### src/rtl/arb_pkg.sv
// Shared constants and FSM encoding for the four-way round-robin bus arbiter.
package arb_pkg;
    localparam int NUM_REQ     = 4;
    localparam int DEF_TIMEOUT = 16;

    typedef enum logic {
        IDLE = 1'b0,
        BUSY = 1'b1
    } state_t;
endpackage

### src/rtl/rr_pick4.sv
// Combinational circular picker: first set req bit at or after start, wrapping mod 4.
module rr_pick4
    import arb_pkg::*;
(
    input  logic [3:0] req,
    input  logic [1:0] start,
    output logic       hit,
    output logic [1:0] idx
);
    logic [1:0] cand;

    always_comb begin
        hit  = 1'b0;
        idx  = start;
        cand = start;
        for (int i = 0; i < NUM_REQ; i++) begin
            cand = start + 2'(i);
            if (!hit && req[cand]) begin
                hit = 1'b1;
                idx = cand;
            end
        end
    end
endmodule

### src/rtl/bus_arb4.sv
// Four-requester round-robin bus arbiter with registered one-hot grant.
// Define ARB_TIMEOUT_EN to build the per-grant watchdog that revokes stuck grants.
module bus_arb4
    import arb_pkg::*;
#(
    parameter int WIDTH   = 32,
    parameter int TIMEOUT = DEF_TIMEOUT
) (
    input  logic             clk,
    input  logic             reset,
    input  logic [3:0]       req,
    input  logic             done,
    input  logic [WIDTH-1:0] d0,
    input  logic [WIDTH-1:0] d1,
    input  logic [WIDTH-1:0] d2,
    input  logic [WIDTH-1:0] d3,
    output logic [3:0]       grant,
    output logic [1:0]       sel,
    output logic             busy,
    output logic [WIDTH-1:0] bus_out,
    output logic             timeout
);
    state_t     state;
    logic [1:0] last;
    logic [1:0] start;
    logic       pick_hit;
    logic [1:0] pick_idx;
    logic       expire;
    logic       release_now;
    logic       new_grant;

    // While busy, searching from sel+1 puts the releasing index last in line.
    assign start       = (state == BUSY) ? sel + 2'd1 : last + 2'd1;
    assign release_now = (state == BUSY) && (done || !req[sel] || expire);
    assign new_grant   = pick_hit && ((state == IDLE) || release_now);

    rr_pick4 u_pick (
        .req   (req),
        .start (start),
        .hit   (pick_hit),
        .idx   (pick_idx)
    );

    always_ff @(posedge clk) begin
        if (reset) begin
            state <= IDLE;
            grant <= 4'b0000;
            sel   <= 2'd0;
            busy  <= 1'b0;
            last  <= 2'd3;
        end else begin
            case (state)
                IDLE: begin
                    if (pick_hit) begin
                        state <= BUSY;
                        grant <= 4'b0001 << pick_idx;
                        sel   <= pick_idx;
                        busy  <= 1'b1;
                    end
                end
                BUSY: begin
                    if (release_now) begin
                        last <= sel;
                        if (pick_hit) begin
                            grant <= 4'b0001 << pick_idx;
                            sel   <= pick_idx;
                        end else begin
                            state <= IDLE;
                            grant <= 4'b0000;
                            busy  <= 1'b0;
                        end
                    end
                end
                default: state <= IDLE;
            endcase
        end
    end

`ifdef ARB_TIMEOUT_EN
    localparam int CW = $clog2(TIMEOUT) + 1;
    logic [CW-1:0] cnt;
    logic          tmo;

    assign expire  = (state == BUSY) && (cnt == CW'(TIMEOUT - 1));
    assign timeout = tmo;

    // A done arriving with the expiry wins, so no pulse in that case.
    always_ff @(posedge clk) begin
        if (reset) begin
            cnt <= '0;
            tmo <= 1'b0;
        end else begin
            tmo <= expire && !done;
            if (new_grant || state == IDLE) cnt <= '0;
            else                            cnt <= cnt + 1'b1;
        end
    end
`else
    assign expire  = 1'b0;
    assign timeout = 1'b0;
`endif

    always_comb begin
        bus_out = '0;
        if (busy) begin
            case (sel)
                2'd0:    bus_out = d0;
                2'd1:    bus_out = d1;
                2'd2:    bus_out = d2;
                default: bus_out = d3;
            endcase
        end
    end
endmodule

### config.mk
export PLATFORM = sky130hd
export DESIGN_NAME = bus_arb4
export DESIGN_NICKNAME = d
export VERILOG_FILES = /design/src/rtl/arb_pkg.sv /design/src/rtl/rr_pick4.sv /design/src/rtl/bus_arb4.sv
export SDC_FILE = /design/constraint.sdc
export NUM_CORES = 1
export LEC_CHECK = 0
export BUFFER_PORTS_ARGS = -buffer_cell sky130_fd_sc_hd__buf_2
export CORE_MARGIN = 5
export CORE_UTILIZATION = 23
export CTS_BUF_LIST = sky130_fd_sc_hd__clkbuf_16
export DETAILED_ROUTE_END_ITERATION = 8
export PLACE_DENSITY_LB_ADDON = 0.05
export SLEW_MARGIN = 20
export SYNTH_ARGS = -nofsm -noshare
export SYNTH_HDL_FRONTEND = slang
export SYNTH_SLANG_ARGS = --single-unit
### constraint.sdc
create_clock -name clk -period 2.36 [get_ports clk]
set_input_delay 0.472 -clock clk [delete_from_list [all_inputs] [get_ports clk]]
set_output_delay 0.472 -clock clk [all_outputs]
set_load 0.1 [all_outputs]
Word level (Yosys, flattened, before mapping)
Index checks and enable logic that the tools add are counted.
{"block": "op_classes", "n_mux": 34, "n_eq_ne": 5, "magnitude_cmp": 5, "add_sub_neg": 5, "mul": 0, "reduce_logical": 13, "n_div": 0, "bitwise": 1, "n_shift": 1}
{"operator": "32-bit case mux with 3 select lines", "count": 1}
{"operator": "32-bit 2-to-1 mux", "count": 1}
{"operator": "2-bit by 3-bit less-than comparator with 1-bit output (second input constant)", "count": 5}
{"operator": "1-bit 2-to-1 mux", "count": 14}
{"operator": "2-bit 2-to-1 mux", "count": 6}
{"operator": "4-bit 2-to-1 mux", "count": 3}
{"operator": "1-bit binary-select mux with 2-bit select", "count": 5}
{"operator": "4-bit case mux with 2 select lines", "count": 1}
{"operator": "2-bit by 1-bit adder with 2-bit output (second input constant)", "count": 3}
{"operator": "2-bit adder (second input constant)", "count": 2}
{"operator": "1-bit logical AND", "count": 4}
{"operator": "1-bit logical NOT", "count": 4}
{"operator": "2-bit != test (second input constant)", "count": 2}
{"operator": "1-bit case mux with 2 select lines", "count": 2}
{"operator": "2-bit case mux with 2 select lines", "count": 1}
{"operator": "2-bit AND reduction", "count": 2}
{"operator": "1-bit by 2-bit left shift with 4-bit output (first input constant)", "count": 1}
{"operator": "3-bit AND reduction", "count": 1}
{"operator": "2-bit by 1-bit equality test with 1-bit output (second input constant)", "count": 1}
{"operator": "2-bit equality test (second input constant)", "count": 1}
{"operator": "2-bit logical NOT", "count": 1}
{"operator": "2-bit by 1-bit != test with 1-bit output (second input constant)", "count": 1}
{"operator": "1-bit logical OR", "count": 1}
{"operator": "1-bit NOT", "count": 1}
{"block": "word_totals", "regBits": 10, "rom_bits": 0, "memories": 0, "out_inout_bits": 40, "word_cells": 69, "ram_bits": 0, "latch_bits": 0}

Depth between registers and ports, before layout
{"block": "logic_depth", "word_depth": 18, "mapped_depth": 6, "ltp_nobuf": 5}

Hierarchy
Synthesis repeated with hierarchy kept, for this count alone.
{"block": "hier_totals", "hier_cells": 145, "area_unflattened_um2": 1575.3}
{"mod": "bus_arb4", "area_each_um2": 1478.9, "instances": 1, "cells_per_inst": 129}
{"mod": "rr_pick4", "area_each_um2": 96.3, "instances": 1, "cells_per_inst": 16}

Least setup slack after synthesis
Ideal clock, no wire load.
{"block": "synth_timing", "kind": "register to output", "start": "register sel[1]", "end": "output port bus_out[10]", "required_ns": 1.888, "path_slack_ns": -0.706, "arrival_time_ns": 2.594, "path_stages_with_launch": 5, "path_cell_list": "dfxtp_1 buf_2 clkbuf_1 mux4_2 and2_1"}
{"block": "synth_via", "elab_chain_len": 3}
{"item": "start: declaration", "line_no": "bus_arb4.sv:18", "rtl": "output logic [1:0] sel,"}
{"item": "start signal: assignment", "line_no": "bus_arb4.sv:57", "rtl": "sel <= pick_idx;"}
{"item": "start signal: assignment", "line_no": "bus_arb4.sv:66", "rtl": "sel <= pick_idx;"}
{"item": "2-bit equality test (tied with other cells)", "line_no": "bus_arb4.sv:106", "rtl": "case (sel)"}
{"item": "32-bit case mux with 3 select lines *", "line_no": "bus_arb4.sv:106"}
{"item": "32-bit 2-to-1 mux *", "line_no": "bus_arb4.sv:105", "rtl": "if (busy) begin"}
{"item": "end: declaration", "line_no": "bus_arb4.sv:20", "rtl": "output logic [WIDTH-1:0] bus_out,"}
Mark *: on every way between the ends. The rest lies on a longest branch, timed or not.

Worst setup path in the final report
{"block": "layout_timing", "start": "register sel[0]", "end": "output port bus_out[4]"}
Same word-level chain as after synthesis.

==> flow_metrics.tcl <==
set metrics [dict create \
    max_fo_critical_path 9 \
    max-cap-violations 0 \
    number_of_distinct_library_cells_after_synthesis 37 \
    number_of_antenna_cells_inserted 0 \
    seq_area_frac_synth 0.125 \
    critPathLaunchType "flop" \
    worst_clock_skew_ns 0.00190 \
    synthTopCellsByArea "sky130_fd_sc_hd__mux4_2 (45%), sky130_fd_sc_hd__and2_1 (12%), sky130_fd_sc_hd__dfxtp_1 (12%), sky130_fd_sc_hd__nor2_1 (2.1%), sky130_fd_sc_hd__buf_6 (2.1%)" \
    totalPowerFinal_mw 1.77 \
    endpoint "bus_out[4]" \
    hold_viol_final 0 \
    yosysTopAreaCellShare 0.449 \
    cell_with_the_biggest_individual_delay_on_the_critical_path "sky130_fd_sc_hd__mux4_2" \
    layout.cells.most_common "sky130_fd_sc_hd__buf_2" \
    io_pins 175 \
    mostFrequentLayoutCells "sky130_fd_sc_hd__buf_2 (172), sky130_fd_sc_hd__mux4_2 (32), sky130_fd_sc_hd__and2_4 (19)" \
    synth-seq-cells 10 \
    detailedRoute.firstIterationViolations 46 \
    crit_arrival_ns 1.81 \
    layout.filler_cells 701 \
    detailedPlace.worstSlack_ns 0.228 \
    clock_tree_from_tritoncts "yes" \
    detailed_route_drc_error_count 0 \
    worstPathCellList "buf_4, mux4_2, and2_4, buf_2" \
    outcome "finished clean" \
    syn_avg_cell_area_um2 11.2 \
    synthesis.instances 143 \
    routed-via-count 1875 \
    synth_area_leader_cell "sky130_fd_sc_hd__mux4_2" \
    grt_max_degree 38 \
    final.period_utilization 0.969 \
    clk_path_buf_depth 2 \
    grt_antenna_before_repair 0 \
    layout-drive-gt1-share 0.824 \
    max-vdd-ir-drop_uv 379 \
    worst_skew_pair.late_latency_ns 0.24 \
    cp-startpoint "sel[0]" \
    vias_per_cell 4.58 \
    fin_worst_hold_slack_ns 0.450 \
    cts_hold_repair.buffers 0 \
    cell_area_after_synthesis_um2 1600 \
    placeableCoreArea_um2 6790 \
    unrepaired_setup_endpoints_after_global_routing "false" \
    placed_cells_incl_taps 403 \
    dpl-instance-area_um2 2650 \
    post-route-util 0.405 \
    gp_routability_congestion 0.754 \
    yosys_warnings 0 \
    detail_route.wirelength_um 6820 \
    maxSlewViolCount 0 \
    timing.setup.tns_ns 0 \
    worst_reg_to_reg_setup_slack_ns 0.51 \
    grt_pass1_wl_um 10200 \
    design.die.area_um2 8740 \
    cts.clk_slew.worst_paths_ns 0.04 \
    ctsHtreeMaxLevel 1 \
    worst-endpoint-required_ns 1.89 \
    number_of_global_route_vias_before_repair 1970 \
    area_overhead_vs_synth_pct 71.4 \
    grt.overflow.total 0 \
    timing.rr.start "state" \
    timing.hold.worst.class "reg -> reg" \
    detail-route-antenna-nets 0 \
    setup-violations-final 0 \
    final_critical_path_setup_slack_ns 0.0733 \
    cts_root_buffer "sky130_fd_sc_hd__clkbuf_16" \
    max_freq_mhz 437 \
    initial_utilization 0.236 \
    port-buffer-count 173 \
    power_density_nw_per_um2 643 \
    tritoncts.num_buffers 3 \
    worst-r2r-cell-count 5 \
    global_route.usage.total 0.147 \
    finalInstanceArea_um2 2750 \
    leakagePower_nw 1.34 \
    final.min_clock_period_ns 2.29 \
    die_h_um 93.5 \
    final_routed_wire_length_divided_by_cell_count_um 16.7 \
    crit_path_end_kind "output pin" \
    clock_sinks 10 \
    timing.critical_path.slowest_cell_delay_ns 0.50 \
    drt_pass_1_iters 4 \
    die-width_um 93.5 \
    type_of_the_worst_setup_path "reg -> out" \
    fin_nets 449 \
    dp_hpwl_um 5790 \
    rr_endpoint "grant[2]" \
    net_count_after_synthesis 278 \
    final_cell_count_no_fill 409 \
    floorplan.rows 30 \
]
[how the worst min path moves through the flow]
stage               startpoint  cells after the start  endpoint
floorplan              last[1]                      1   last[1]
detailed placement    grant[3]                      2  grant[3]
CTS                   grant[3]                      2  grant[3]
global route           last[1]                      1   last[1]
finish                grant[3]                      2  grant[3]
global placement      grant[1]                      2  grant[1]
[where the power goes]
| part | total [mW] | switching [mW] | internal (mW) |
|---|---|---|---|
| registers | 0.254 | 0.0611 | 0.193 |
| clock network | 0.303 | 0.0804 | 0.222 |
| logic | 1.21 | 0.769 | 0.442 |
| total | 1.77 | 0.911 | 0.858 |
[cells by family (layout without fill, tap and decap cells)]
kind of cell	count (synthesis)	count (layout)	synth area share
AO/OA/AOI/OAI	21	21	0.0991
multiplexers	35	35	0.489
AND/OR/NAND/NOR	57	57	0.218
XOR/XNOR	1	1	0.00546
flip-flops	10	10	0.125
buffers and inverters	18	188	0.0616
other	1	1	0.00234
[cells in the mapped netlist, drive strengths merged]
cell type	count
conb	1
o211ai	1
nand2	7
a211o	2
inv	3
nand2b	1
and2	32
nor3	1
buf	7
clkbuf	8
a211oi	2
nand3b	2
mux2	1
a32o	1
dfxtp	10
mux4	33
o21ba	1
o21ai	4
mux2i	1
nor2	11
and3b	1
o31ai	1
a221oi	1
o21bai	1
a21oi	5
nor4	1
o221a	1
xnor2	1
nor2b	1
a22o	1
[area by class of cell]
cell class	instances	area, µm²	share of cell area
flip-flops and latches	10	209	0.0760
multi-input cells	115	1360	0.496
repair buffers	181	966	0.351
clock inverters	1	3.75	0.00137
well taps	96	120	0.0437
clock buffers	3	75.1	0.0273
inverters	3	11.3	0.00410
[layer usage]
layer  vias up  wire length [µm]  GRT usage
met5         -                 0          0
met4         0                40     0.0220
met3         5               574     0.0265
met2        80              3740      0.284
li1        892                 -          -
met1       898              2460      0.169
[flip-flops by register name (all words and copies together), names as in the netlist]
signal  flops
last        2
grant       4
state       1
busy        1
sel         2
[worst max-delay path: cells and delay by family, from the launching register on]
kind | cells | cell delay (ns)
mux | 1 | 0.50
simple gates | 1 | 0.17
buf+inv | 2 | 0.46
flops | 1 | 0.44
[repair_timing]
item                       in CTS  in global routing
cloned                          0                  0
resized for setup               0                  1
setup endpoints to repair      28                  1
hold endpoints to repair        0                  0
setup buffers                   2                  0
(Power assumes the default switching activity.)
